File: src/rtl/fetch_stage.sv
// fetch_stage
//   Instruction-fetch stage of the 3-stage RISC-V pipeline. Owns the PC,
//   drives the synchronous instruction memory (1-cycle read latency) and
//   builds the X-stage instruction/PC register.
//
//   Optional feature macro: FETCH_SKID_BUF_EN
//     defined   : a skid register captures IMemDout whenever the memory is
//                 disabled, so memories that do not retain their output
//                 while disabled are tolerated.
//     undefined : the memory must hold IMemDout while IMemEn = 0.
//
// Ports
//   Clock     in   rising-edge clock
//   Reset     in   asynchronous active-low reset
//   stall     in   global memory stall, freezes the stage
//   PCDelay   in   load-use hold: hold fetch, bubble X
//   noop      in   replace the word entering X with NOP_INST
//   PCSel     in   redirect taken in X
//   PCTarget  in   redirect target (low 2 bits ignored)
//   IMemAddr  out  fetch address (= PCF)
//   IMemEn    out  instruction memory read enable
//   IMemDout  in   read data for the previous enabled address
//   PCF       out  PC being fetched
//   InstX     out  instruction presented to X
//   PCX       out  PC of InstX
//   ValidX    out  InstX is a real instruction (0 = bubble)
module fetch_stage #(
  parameter logic [31:0] RESET_PC = 32'h0000_2000,
  parameter logic [31:0] NOP_INST = 32'h0000_0013
) (
  input  logic        Clock,
  input  logic        Reset,
  input  logic        stall,
  input  logic        PCDelay,
  input  logic        noop,
  input  logic        PCSel,
  input  logic [31:0] PCTarget,
  output logic [31:0] IMemAddr,
  output logic        IMemEn,
  input  logic [31:0] IMemDout,
  output logic [31:0] PCF,
  output logic [31:0] InstX,
  output logic [31:0] PCX,
  output logic        ValidX
);

  localparam logic [1:0] S_BOOT = 2'd0;
  localparam logic [1:0] S_RUN  = 2'd1;
  localparam logic [1:0] S_HOLD = 2'd2;

  logic [31:0] pcf_q, pcf_d;
  logic [31:0] pcd_q, pcd_d;
  logic        dvalid_q, dvalid_d;
  logic [31:0] instx_q, instx_d;
  logic [31:0] pcx_q, pcx_d;
  logic        validx_q, validx_d;
  logic [1:0]  state_q, state_d;
  logic [31:0] word;

  assign IMemEn   = Reset & ~stall & (PCSel | ~PCDelay);
  assign IMemAddr = pcf_q;
  assign PCF      = pcf_q;
  assign InstX    = instx_q;
  assign PCX      = pcx_q;
  assign ValidX   = validx_q;

`ifdef FETCH_SKID_BUF_EN
  // skid_sel_q marks that the memory was disabled last cycle, so IMemDout
  // may be stale and the captured copy must be used instead. Only the first
  // disabled cycle captures; later ones would see garbage.
  logic [31:0] skid_inst_q, skid_inst_d;
  logic        skid_sel_q, skid_sel_d;

  always_comb begin
    skid_inst_d = skid_inst_q;
    skid_sel_d  = skid_sel_q;
    if (!IMemEn) begin
      if (!skid_sel_q) skid_inst_d = IMemDout;
      skid_sel_d = 1'b1;
    end else begin
      skid_sel_d = 1'b0;
    end
  end

  always_ff @(posedge Clock or negedge Reset) begin
    if (!Reset) skid_sel_q <= 1'b0;
    else        skid_sel_q <= skid_sel_d;
  end

  // Data-only register: contents are never used before skid_sel_q is set.
  always_ff @(posedge Clock) begin
    skid_inst_q <= skid_inst_d;
  end

  assign word = skid_sel_q ? skid_inst_q : IMemDout;
`else
  assign word = IMemDout;
`endif

  // Priority: stall > PCSel > PCDelay > noop > advance
  always_comb begin
    pcf_d    = pcf_q;
    pcd_d    = pcd_q;
    dvalid_d = dvalid_q;
    instx_d  = instx_q;
    pcx_d    = pcx_q;
    validx_d = validx_q;
    state_d  = state_q;
    if (!stall) begin
      if (PCSel) begin
        // The word in flight belongs to the wrong path: squash it.
        pcf_d    = PCTarget & ~32'h3;
        dvalid_d = 1'b0;
        instx_d  = NOP_INST;
        validx_d = 1'b0;
        state_d  = S_RUN;
      end else if (PCDelay) begin
        // Fetch is frozen; the word on IMemDout stays parked for release.
        instx_d  = NOP_INST;
        validx_d = 1'b0;
        state_d  = S_HOLD;
      end else begin
        pcf_d    = pcf_q + 32'd4;
        pcd_d    = pcf_q;
        dvalid_d = 1'b1;
        pcx_d    = pcd_q;
        state_d  = S_RUN;
        if (noop || !dvalid_q) begin
          instx_d  = NOP_INST;
          validx_d = 1'b0;
        end else begin
          instx_d  = word;
          validx_d = 1'b1;
        end
      end
    end
  end

  always_ff @(posedge Clock or negedge Reset) begin
    if (!Reset) begin
      pcf_q    <= RESET_PC;
      pcd_q    <= RESET_PC;
      dvalid_q <= 1'b0;
      instx_q  <= NOP_INST;
      pcx_q    <= RESET_PC;
      validx_q <= 1'b0;
      state_q  <= S_BOOT;
    end else begin
      pcf_q    <= pcf_d;
      pcd_q    <= pcd_d;
      dvalid_q <= dvalid_d;
      instx_q  <= instx_d;
      pcx_q    <= pcx_d;
      validx_q <= validx_d;
      state_q  <= state_d;
    end
  end

endmodule

File: config.mk
export PLATFORM = sky130hd
export DESIGN_NAME = fetch_stage
export DESIGN_NICKNAME = d
export VERILOG_FILES = /design/src/rtl/fetch_stage.sv
export SDC_FILE = /design/constraint.sdc
export NUM_CORES = 1
export LEC_CHECK = 0
export CAP_MARGIN = 15
export CORE_MARGIN = 1.5
export CORE_UTILIZATION = 50
export CTS_BUF_LIST = sky130_fd_sc_hd__clkbuf_4 sky130_fd_sc_hd__clkbuf_8
export DETAILED_ROUTE_END_ITERATION = 6
export GPL_TIMING_DRIVEN = 0
export PLACE_DENSITY = 0.88
export SLEW_MARGIN = 10
export SYNTH_ARGS = -nofsm -noshare
export SYNTH_HDL_FRONTEND = slang
export SYNTH_SLANG_ARGS = --single-unit
File: constraint.sdc
create_clock -name Clock -period 2.83 [get_ports Clock]
set_clock_uncertainty 0.05 [all_clocks]
set_input_delay 0.566 -clock Clock [delete_from_list [all_inputs] [get_ports Clock]]
set_output_delay 0.566 -clock Clock [all_outputs]
set_load 0.1 [all_outputs]
==> results by group, run 1 <==
Outcome
  • Status: complete, no violations

Floorplanning
  • # rows: 38
  • Ports: 200
  • Die span in y: about 110 um
  • Die Wd: 109 um
  • Initial Utilization: 51.9%
  • Core Area: approximately 11000 um2
  • Die footprint: 12000 um2

Critical path
  • CP Data Arrival Time: 2.16 ns
  • Critical path required time: 2.21 ns
  • Setup crit start kind: flop
  • Crit path capture type: primary output
  • Reg2reg start: IMemAddr[2]
  • Sequence of cells on the critical path: clkdlybuf4s50_1
  • Crit path max-delay family: buffers and inverters
  • Slowest CP cell: clkdlybuf4s50_1
  • Crit-path max FO: 8
  • CP bufs+invs: 1
  • Worst reg-to-reg path cell count: 7
  • Reg-to-reg setup timing slack: 0.77 ns
  • Slowest stage delay, CP: around 1.2 ns
  • Reg2reg end: IMemAddr[14]
  • Setup Crit Path Kind: flop to primary output

Synthesis
  • Multiplexer share of the synthesized area: around an eighth
  • Ys async rst share: 100%
  • Post-synthesis cell count: about 480
  • Yosys top cell by area: dfrtp_1
  • Cell Area, Synth: between 5000 and 6000 um2
  • Simple-Gate Fraction of Synth Area: between 10% and 20%
  • Main combinational cell family by area after synthesis: compound AO/OA/AOI/OAI gates
  • Number of flops mapped to enable cells by yosys: 0
  • Seq cells post-synth: 124
  • Synth Area in XOR/XNOR: 0%
  • Warnings from Yosys: 0
  • Register area share after synthesis: 54.9%
  • Adder-cell share of the synthesized area: 0.221%
  • Most used DFF post-synth: dfrtp_1
  • Synth area leaders: dfrtp_1 52%, mux2_2 11%, buf_4 4.8%
  • Avg Cell Area, Syn: around 12 um2
  • Yosys top cell area share: a little over half
  • Synth Area in Compound Gates: 14.6%
  • Cell variety after synth: 59

Global routing
  • Vias in the first global route: just under 5000
  • Total GRT Usage: 27.4%
  • First-pass GRT wire length: 24700 um
  • Congestion Overflow GR: 0
  • Antenna violations before repair: 0
  • Largest net degree at the start of global routing: 69

STA
  • Max-slew violations: 0
  • Minimum clock period: 2.77 ns
  • RSZ-0062 raised after global routing: no
  • Max Fclk: 361 MHz
  • TNS Setup: 0 ns
  • Final count of hold timing violations: 0
  • Period utilization: 97.9%
  • Final setup viols: 0
  • Worst slew pin tran: 1.02 ns
  • Max-slew headroom: 32.0%

Route
  • Top sig layer: met4
  • DRC viols: 0
  • DR iter-0 viols: 280
  • Via count of the routed design: 4864
  • Drt pass-1 iters: 6
  • Drt wl/cell: 18.5 um
  • Final WL: 15700 um
  • Routed wl met3: 1820 um
  • DR vias/cell: 5.72
  • Final ANT Viol Nets: 0
  • Length of routed met2 wiring: between 7000 and 8000 um
  • Wire length on met1: 5840 um

Worst hold path
  • Hold Path Class: primary input to asynchronous set/reset pin

Place
  • PortBufs: 190
  • DP HPWL: 11300 um
  • Placer Congestion: 0.891

Clock tree
  • TritonCTS clock tree: built
  • # clock sinks: approximately 120
  • Clk slew on worst S/H paths: 0.07 ns
  • Clk buf depth: 2
  • Clk root buf: clkbuf_8
  • Skew-Pair Late Insertion Delay: 0.43 ns
  • Setup bufs post-CTS: 0
  • Total CTS buffers: 17
  • H-tree levels: 4

Final layout
  • Inserted Diodes: 0
  • Area growth from synthesis to layout: 45.5%
  • Layout cells sized above 1: between 20% and 30%
  • Util after Layout: 75.4%
  • Final #Nets: 768

Power and ir drop
  • VDD IR-drop max: between 0.8 and 0.9 mV
  • Leak pwr: 3.78 nW
  • Pwr Density: 952 nW/um2
  • Tot Pwr: ~7.8 mW

Job
  • Max Cap Violations: 0
-- Yosys cell counts, types with 2 or more instances --
| library cell | n |
|---|---|
| o31ai_1 | 2 |
| o2bb2ai_1 | 3 |
| nor4_1 | 4 |
| and2_1 | 3 |
| a22oi_1 | 5 |
| o21ai_1 | 7 |
| dfstp_2 | 6 |
| dfrtp_1 | 118 |
| or4_1 | 3 |
| nor3_1 | 7 |
| nor2b_1 | 2 |
| and3_1 | 8 |
| mux2_2 | 55 |
| nand3_1 | 15 |
| nand4_1 | 8 |
| o21ai_0 | 12 |
| o22ai_1 | 12 |
| a22o_1 | 29 |
| a21o_1 | 3 |
| nand2_1 | 26 |
| mux2i_1 | 5 |
| a32oi_1 | 2 |
| inv_1 | 8 |
| nor2_1 | 11 |
| a311oi_1 | 2 |
| nor3_4 | 2 |
| nand3_2 | 3 |
| buf_4 | 36 |
| mux2_1 | 2 |
| o22a_1 | 3 |
| a21oi_1 | 26 |
| buf_2 | 16 |
| clkbuf_1 | 12 |
-- what timing repair did --
| item | CTS | global route |
|---|---|---|
| pin swaps | 0 | 1 |
| hold buffers | 0 | 0 |
| resized for setup | 20 | 21 |
| endpoints found under the setup margin | 14 | 20 |
-- stage by stage --
stage                     area, um2  std cells  worst slack, ns  hold slack, ns
after floorplan                5690        487           0.0505           0.220
after detailed placement       7790        818           -0.898           0.439
after CTS                      8190        850         0.000126          0.0525
final                          8250        850           0.0586          0.0530
after global placement         7770        817            -4.34           0.414
after global routing           8250        850          0.00127          0.0654
-- registers in the layout, summed over array words and instances (netlist names) --
name	flops
PCX	30
ValidX	1
pcd_q	30
dvalid_q	1
IMemAddr	30
InstX	32
-- cell usage in the layout, fill, tap and decap left out, drive strengths merged, types with 2 or more instances in the layout --
cell type / n
or4: 3
clkdlybuf4s50: 156
and2: 3
bufinv: 2
o31ai: 2
clkinvlp: 4
nor2b: 2
mux2: 57
nand3: 18
a21oi: 27
nand2: 26
clkbuf: 35
nand4: 10
dlygate4sd2: 13
mux2i: 5
a31o: 2
o21ai: 19
dfstp: 6
a311oi: 2
and3: 8
nor2: 13
inv: 9
nor4: 4
a32oi: 2
o2bb2ai: 3
o22ai: 12
a22oi: 5
buf: 55
nor3: 9
dlymetal6s2s: 19
a21o: 3
dfrtp: 118
conb: 6
a22o: 29
o22a: 3
clkinv: 4
-- area by class of cell --
| type | count | area (um2) |
|---|---|---|
| repair buffers | 191 | 1960 |
| clock buffers | 22 | 297 |
| clock inverters | 10 | 114 |
| multi-input cells | 289 | 2150 |
| inverters | 9 | 33.8 |
| flip-flops and latches | 124 | 3110 |
| well taps | 140 | 175 |
| plain buffers | 65 | 402 |
| fillers | 718 | 2690 |
-- per-layer routing --
layer	track usage [%]	vias to the layer above
met5	0	-
li1	-	2164
met4	8.72	0
met1	32.2	2357
met2	46.5	307
met3	9.96	36
-- how the worst max path moves through the flow --
stage                  from      endpoint  cells past startpoint
5_1_grt        IMemAddr[12]       PCF[12]                      2
3_3_place_gp          Reset        IMemEn                      3
6_report       IMemAddr[19]  IMemAddr[19]                      1
2_1_floorplan         PCSel        IMemEn                      6
4_1_cts         IMemAddr[8]        PCF[8]                      2
3_5_place_dp          stall        IMemEn                      5
-- where the power goes --
part / total (mW) / internal (mW) / switching (mW)
registers: 2.45 / 2.15 / 0.304
clock network: 1.57 / 0.882 / 0.690
logic: 3.83 / 0.968 / 2.86
total: 7.85 / 4.00 / 3.85
-- cell families (layout without fill, tap and decap cells) --
| kind of cell | count (synthesis) | after routing |
|---|---|---|
| muxes | 62 | 62 |
| adders and majority gates | 1 | 1 |
| DFF | 124 | 124 |
| AOI/OAI and AO/OA | 119 | 119 |
| buffers and inverters | 74 | 297 |
| and+or+nand+nor | 101 | 101 |
| other | 1 | 6 |
Power figures use the tool's default switching activity.
==> run 2, diff against run 1 <==
- CORE_UTILIZATION: 50 -> 35
- PLACE_DENSITY: 0.88 -> unset
==> run 2 against run 1 <==
Global-route usage is 7.6 points lower; clock-buffer cell count is 2 higher; clock power hardly changed; critical path depth unchanged; critical endpoint is now IMemAddr[30].
==> results by group, run 2 (synthesized netlist as in run 1, its figures left out) <==
Final layout
  • Max FFs per register: 32 (unchanged)
  • Commonest non-fill, non-tap cell in the layout: clkdlybuf4s50_1
  • Finished Layout Cells: 926 (+8.9%)
  • Area growth from synthesis to layout: 46.4%
  • Design area: 8300 um2 (+0.68%)
  • Inserted Diodes: 0 (unchanged)
  • Layout cells sized above 1: 22.7% (unchanged)
  • Most frequent cells in the layout: 153 x clkdlybuf4s50_1, 118 x dfrtp_1, 55 x mux2_2, 38 x buf_4, 29 x a22o_1
  • Final #Nets: 769 (+0.13%)

Critical path
  • Crit-path max FO: 6 (-2)
  • Slowest stage delay, CP: 1.21 ns (about the same)
  • Origin of the worst setup path: IMemAddr[30]
  • Setup Crit Path Kind: flop to primary output
  • Crit path max-delay family: buffers and inverters
  • CP Data Arrival Time: 2.15 ns (about the same)
  • Slowest CP cell: clkdlybuf4s50_1
  • Sequence of cells on the critical path: clkdlybuf4s50_1
  • Reg2reg start: IMemAddr[2]
  • CP bufs+invs: 1 (unchanged)
  • Crit path capture type: primary output
  • Critical path required time: 2.21 ns (about the same)
  • Setup crit start kind: flop

STA
  • Minimum clock period: 2.77 ns (-0.00549 ns)
  • Worst slew pin tran: 1.01 ns (-0.00709 ns)
  • Max-slew headroom: 32.5% (+0.47 points)
  • Max-slew violations: 0 (unchanged)
  • Final count of hold timing violations: 0 (unchanged)
  • Max Fclk: 362 MHz (+0.20%)
  • Period utilization: 97.7% (-0.19 points)
  • Final setup viols: 0 (unchanged)
  • RSZ-0062 raised after global routing: no

Clock tree
  • Skew-Pair Late Insertion Delay: 0.44 ns (about the same)
  • Clk buf depth: 2 (unchanged)
  • # clock sinks: 124 (unchanged)
  • Clk root buf: clkbuf_8
  • TritonCTS clock tree: built
  • Total CTS buffers: 17 (unchanged)
  • Clk slew on worst S/H paths: 0.07 ns (about the same)
  • H-tree levels: 4 (unchanged)
  • Setup bufs post-CTS: 0 (unchanged)

Global routing
  • Largest net degree at the start of global routing: 86 (+25%)
  • Congestion Overflow GR: 0 (unchanged)
  • Total GRT Usage: 19.8% (-7.6 points)
  • Vias in the first global route: 4686 (-3.8%)
  • Antenna violations before repair: 0 (unchanged)
  • First-pass GRT wire length: 25100 um (+1.9%)

Route
  • Final WL: 16100 um (+2.4%)
  • Via count of the routed design: 4655 (-4.3%)
  • DR vias/cell: 5.03 (-12%)
  • Drt pass-1 iters: 5 (-1)
  • DRC viols: 0 (unchanged)
  • DR iter-0 viols: 287 (+2.5%)
  • Final ANT Viol Nets: 0 (unchanged)
  • Drt wl/cell: 17.4 um (-6.0%)

Power and ir drop
  • Leak pwr: 3.72 nW (-1.5%)
  • VDD IR-drop max: 0.426 mV (-52%)
  • Pwr Density: 938 nW/um2 (-1.4%)

Floorplanning
  • # rows: 46 (+21%)
  • Die span in y: 130 um (+19%)
  • Initial Utilization: 35.8% (-16 points)
  • Core Area: 15800 um2 (+45%)
  • Die footprint: 17000 um2 (+42%)
  • Die Wd: 130 um (+19%)
  • Ports: 200 (unchanged)

Outcome
  • Status: complete, no violations

Place
  • Placed cell count: 894 (+9.3%)
  • Placer Congestion: 0.781 (-12%)
  • Post-placement cell area: 7890 um2 (+1.2%)
  • PortBufs: 190 (unchanged)
  • DP HPWL: 11600 um (+2.2%)

Job
  • Max Cap Violations: 0 (unchanged)

Worst hold path
  • Hold Path Class: primary input to asynchronous set/reset pin
-- run 2: changes by cell type in the layout (fill, tap and decap cells not counted), sizes merged, moves of 2 or more --
cell	change
dlygate4sd2	+11
clkinvlp	-2
buf	+2
clkdlybuf4s50	-3
dlymetal6s2s	-8
-- run 2: layout make-up --
type	count	area (um2)
sequential	124	3110
clock buffer	24	299
inverter	9	33.8
clock inverter	7	90.1
tap	216	270
timing repair buffer	192	1950
multi-input combinational	289	2150
buffer	65	402
fill	1421	7520
-- run 2: path summary, 6_finish.rpt --
check                               end  cells after the start  slack, ns
setup / recovery           IMemAddr[30]                      1       0.06
hold / removal              IMemAddr[8]                      2       0.04
setup reg to reg           IMemAddr[10]                      7       0.72
hold reg to reg                pcd_q[2]                      1       0.43
max in group asynchronous      InstX[1]                      2       2.25
min in group Clock             pcd_q[2]                      1       0.43
-- run 2: power breakdown --
part	leakage [nW]	internal [mW]	switching, mW	total (mW)
Sequential	1.53	2.15	0.298	2.44
Combinational	2.00	0.955	2.84	3.80
Clock	0.200	0.868	0.681	1.55
-- run 2: per-stage QoR --
stage	setup WS [ns]	setup TNS (ns)	util [%]	power [mW]	hold slack (ns)
after floorplan	0.0505	0	-	5.36	0.220
after global placement	-4.61	-458.69	49.7	6.29	0.413
after detailed placement	-1.02	-1.32	49.8	6.33	0.423
after CTS	0.00271	0	52.3	7.88	0.0132
after global routing	0.000424	0	52.5	8.11	0.0340
final	0.0641	0	52.5	7.79	0.0411
-- run 2: what timing repair did --
| item | CTS | global route |
|---|---|---|
| hold endpoints to repair | 40 | 0 |
| setup endpoints to repair | 24 | 12 |
| pin swaps | 0 | 1 |
| resized for setup | 32 | 11 |
| hold buffers | 1 | 0 |
-- run 2: per-layer routing --
metal	vias to the layer above	share of wire (%)	global-route usage (%)
met5	-	0	0
li1	2162	-	-
met3	18	8.9	6.64
met2	202	47	30.7
met1	2273	43	25.7
met4	0	1.2	6.99
==> run 3, diff against run 2 <==
--- a/config.mk
+++ b/config.mk
@@ -6,4 +6,5 @@
 export NUM_CORES = 1
 export LEC_CHECK = 0
+export ABC_CLOCK_PERIOD_IN_PS = 2830
 export CAP_MARGIN = 15
 export CORE_MARGIN = 1.5
==> constraint.sdc (replaced) <==
create_clock -name Clock -period 2.83 [get_ports Clock]
set_clock_uncertainty 0.05 [all_clocks]
set_input_delay 0.283 -clock Clock [delete_from_list [all_inputs] [get_ports Clock]]
set_output_delay 0.283 -clock Clock [all_outputs]
set_load 0.1 [all_outputs]
==> run 3 against run 2 <==
Core utilization is 0.13 points lower; critical path depth is 1 higher; worst hold slack better by 0.16 ns; largest power group unchanged.
==> results by group, run 3 (synthesized netlist as in run 1, its figures left out) <==
Final layout
  • Area growth from synthesis to layout: 46.1%
  • Util after Layout: 52.3% (-0.13 points)
  • Commonest non-fill, non-tap cell in the layout: clkdlybuf4s50_1
  • Most frequent cells in the layout: 188 x clkdlybuf4s50_1, 118 x dfrtp_1, 55 x mux2_2, 36 x buf_4, 29 x a22o_1
  • Inserted Diodes: 0 (unchanged)
  • Layout cells sized above 1: 22.5% (-0.14 points)
  • Max FFs per register: 32 (unchanged)
  • Design area: 8280 um2 (-0.24%)
  • Final #Nets: 769 (unchanged)

STA
  • Final WS setup: 0.199 ns (+0.135 ns)
  • Final count of hold timing violations: 0 (unchanged)
  • Minimum clock period: 2.63 ns (-0.135 ns)
  • Period utilization: 93.0% (-4.8 points)
  • RSZ-0062 raised after global routing: no
  • Final setup viols: 0 (unchanged)
  • Max-slew violations: 0 (unchanged)
  • Worst slew pin tran: 1.01 ns (+0.00000635 ns)
  • Max Fclk: 380 MHz (+5.1%)
  • Hold slack: 0.203 ns (+0.162 ns)
  • Max-slew headroom: 32.5% (about the same)

Route
  • Drt pass-1 iters: 5 (unchanged)
  • Final WL: 16000 um (-0.82%)
  • Routed wl met3: 1410 um (-1.9%)
  • Final ANT Viol Nets: 0 (unchanged)
  • Drt wl/cell: 17.2 um (-0.82%)
  • DR vias/cell: 5.01 (-0.30%)
  • Length of routed met2 wiring: 7450 um (-0.44%)
  • Wire length on met1: 6930 um (-0.65%)
  • DRC viols: 0 (unchanged)
  • Via count of the routed design: 4641 (-0.30%)
  • Top sig layer: met4
  • DR iter-0 viols: 217 (-24%)

Power and ir drop
  • Leak pwr: 3.58 nW (-4.0%)
  • Tot Pwr: 7.82 mW (+0.37%)
  • VDD IR-drop max: 0.437 mV (+2.6%)
  • Pwr Density: 944 nW/um2 (+0.61%)

Clock tree
  • # clock sinks: 124 (unchanged)
  • Clk buf depth: 2 (unchanged)
  • H-tree levels: 4 (unchanged)
  • Clk root buf: clkbuf_8
  • Clk slew on worst S/H paths: 0.07 ns (about the same)
  • Total CTS buffers: 17 (unchanged)
  • Skew-Pair Late Insertion Delay: 0.44 ns (about the same)
  • Setup bufs post-CTS: 0 (unchanged)
  • TritonCTS clock tree: built

Floorplanning
  • Initial Utilization: 35.8% (unchanged)
  • # rows: 46 (unchanged)
  • Die span in y: 130 um (unchanged)
  • Die footprint: 17000 um2 (unchanged)
  • Core Area: 15800 um2 (unchanged)
  • Ports: 200 (unchanged)
  • Die Wd: 130 um (unchanged)

Critical path
  • Reg2reg end: IMemAddr[16]
  • Origin of the worst setup path: IMemAddr[13]
  • Setup crit start kind: flop
  • Slowest stage delay, CP: 1.12 ns (-0.09 ns)
  • Crit-path max FO: 8 (+2)
  • Sequence of cells on the critical path: buf_4 -> clkdlybuf4s50_1
  • Crit path capture type: primary output
  • Slowest CP cell: clkdlybuf4s50_1
  • Setup Crit Path Kind: flop to primary output
  • CP Data Arrival Time: 2.30 ns (+0.15 ns)
  • Critical path required time: 2.50 ns (+0.29 ns)
  • Critical Path End: PCF[13]
  • Reg-to-reg setup timing slack: 0.71 ns (about the same)
  • Worst reg-to-reg path cell count: 7 (unchanged)
  • Reg2reg start: IMemAddr[2]

Global routing
  • Largest net degree at the start of global routing: 86 (unchanged)
  • Vias in the first global route: 4686 (unchanged)
  • First-pass GRT wire length: 25100 um (-0.11%)
  • Congestion Overflow GR: 0 (unchanged)
  • Total GRT Usage: 19.7% (-0.046 points)
  • Antenna violations before repair: 0 (unchanged)

Place
  • PortBufs: 190 (unchanged)
  • DP HPWL: 11600 um (unchanged)
  • Placer Congestion: 0.781 (unchanged)
  • Place WS: -0.458 ns (+0.566 ns)
  • Post-placement cell area: 7890 um2 (unchanged)

Job
  • Max Cap Violations: 0 (unchanged)

Worst hold path
  • Hold Path Class: primary input to flop

Outcome
  • Status: complete, no violations
==> run 3: what timing repair did <==
action / in CTS / in global routing
endpoints found under the hold margin: 40 / 0
endpoints found under the setup margin: 1 / 1
resized for setup: 3 / 2
hold buffers: 1 / 0
==> run 3: metrics by stage <==
| step | setup TNS, ns | instances |
|---|---|---|
| after floorplan | 0 | 487 |
| after global placement | -422.66 | 893 |
| after detailed placement | -0.458 | 894 |
| after CTS | 0 | 926 |
| after global routing | 0 | 926 |
| final | 0 | 926 |
==> run 3: power breakdown <==
group	internal, mW	switching [mW]
registers	2.15	0.297
clock network	0.868	0.674
logic	0.991	2.84
==> run 3: worst min-delay path by stage <==
stage / from / to / slack, ns / cells after the start
after detailed placement: Reset / PCX[9] / 0.17 / 1
after floorplan: Reset / IMemAddr[10] / -0.06 / 0
final: PCSel / IMemAddr[28] / 0.20 / 3
after global routing: PCSel / IMemAddr[28] / 0.22 / 3
after global placement: pcd_q[30] / pcd_q[30] / 0.41 / 1
after CTS: PCSel / IMemAddr[28] / 0.16 / 3
==> run 3: per-layer routing <==
metal  track usage (%)  vias up
li1                  -     2165
met1              25.5     2266
met2              30.9      196
met3              6.60       14
met4              6.99        0
met5                 0        -
==> run 3: final cells by class <==
cell class	instances	area (um2)
inverter	9	33.8
multi-input combinational	289	2150
tap	216	270
timing repair buffer	192	1940
buffer	65	399
fill	1409	7540
sequential	124	3110
clock inverter	7	90.1
clock buffer	24	299
==> run 3: worst max-delay path: cells and delay by family (launching register included) <==
kind                   cells  cell delay, ns
flip-flops                 1            0.62
buffers and inverters      2            1.25
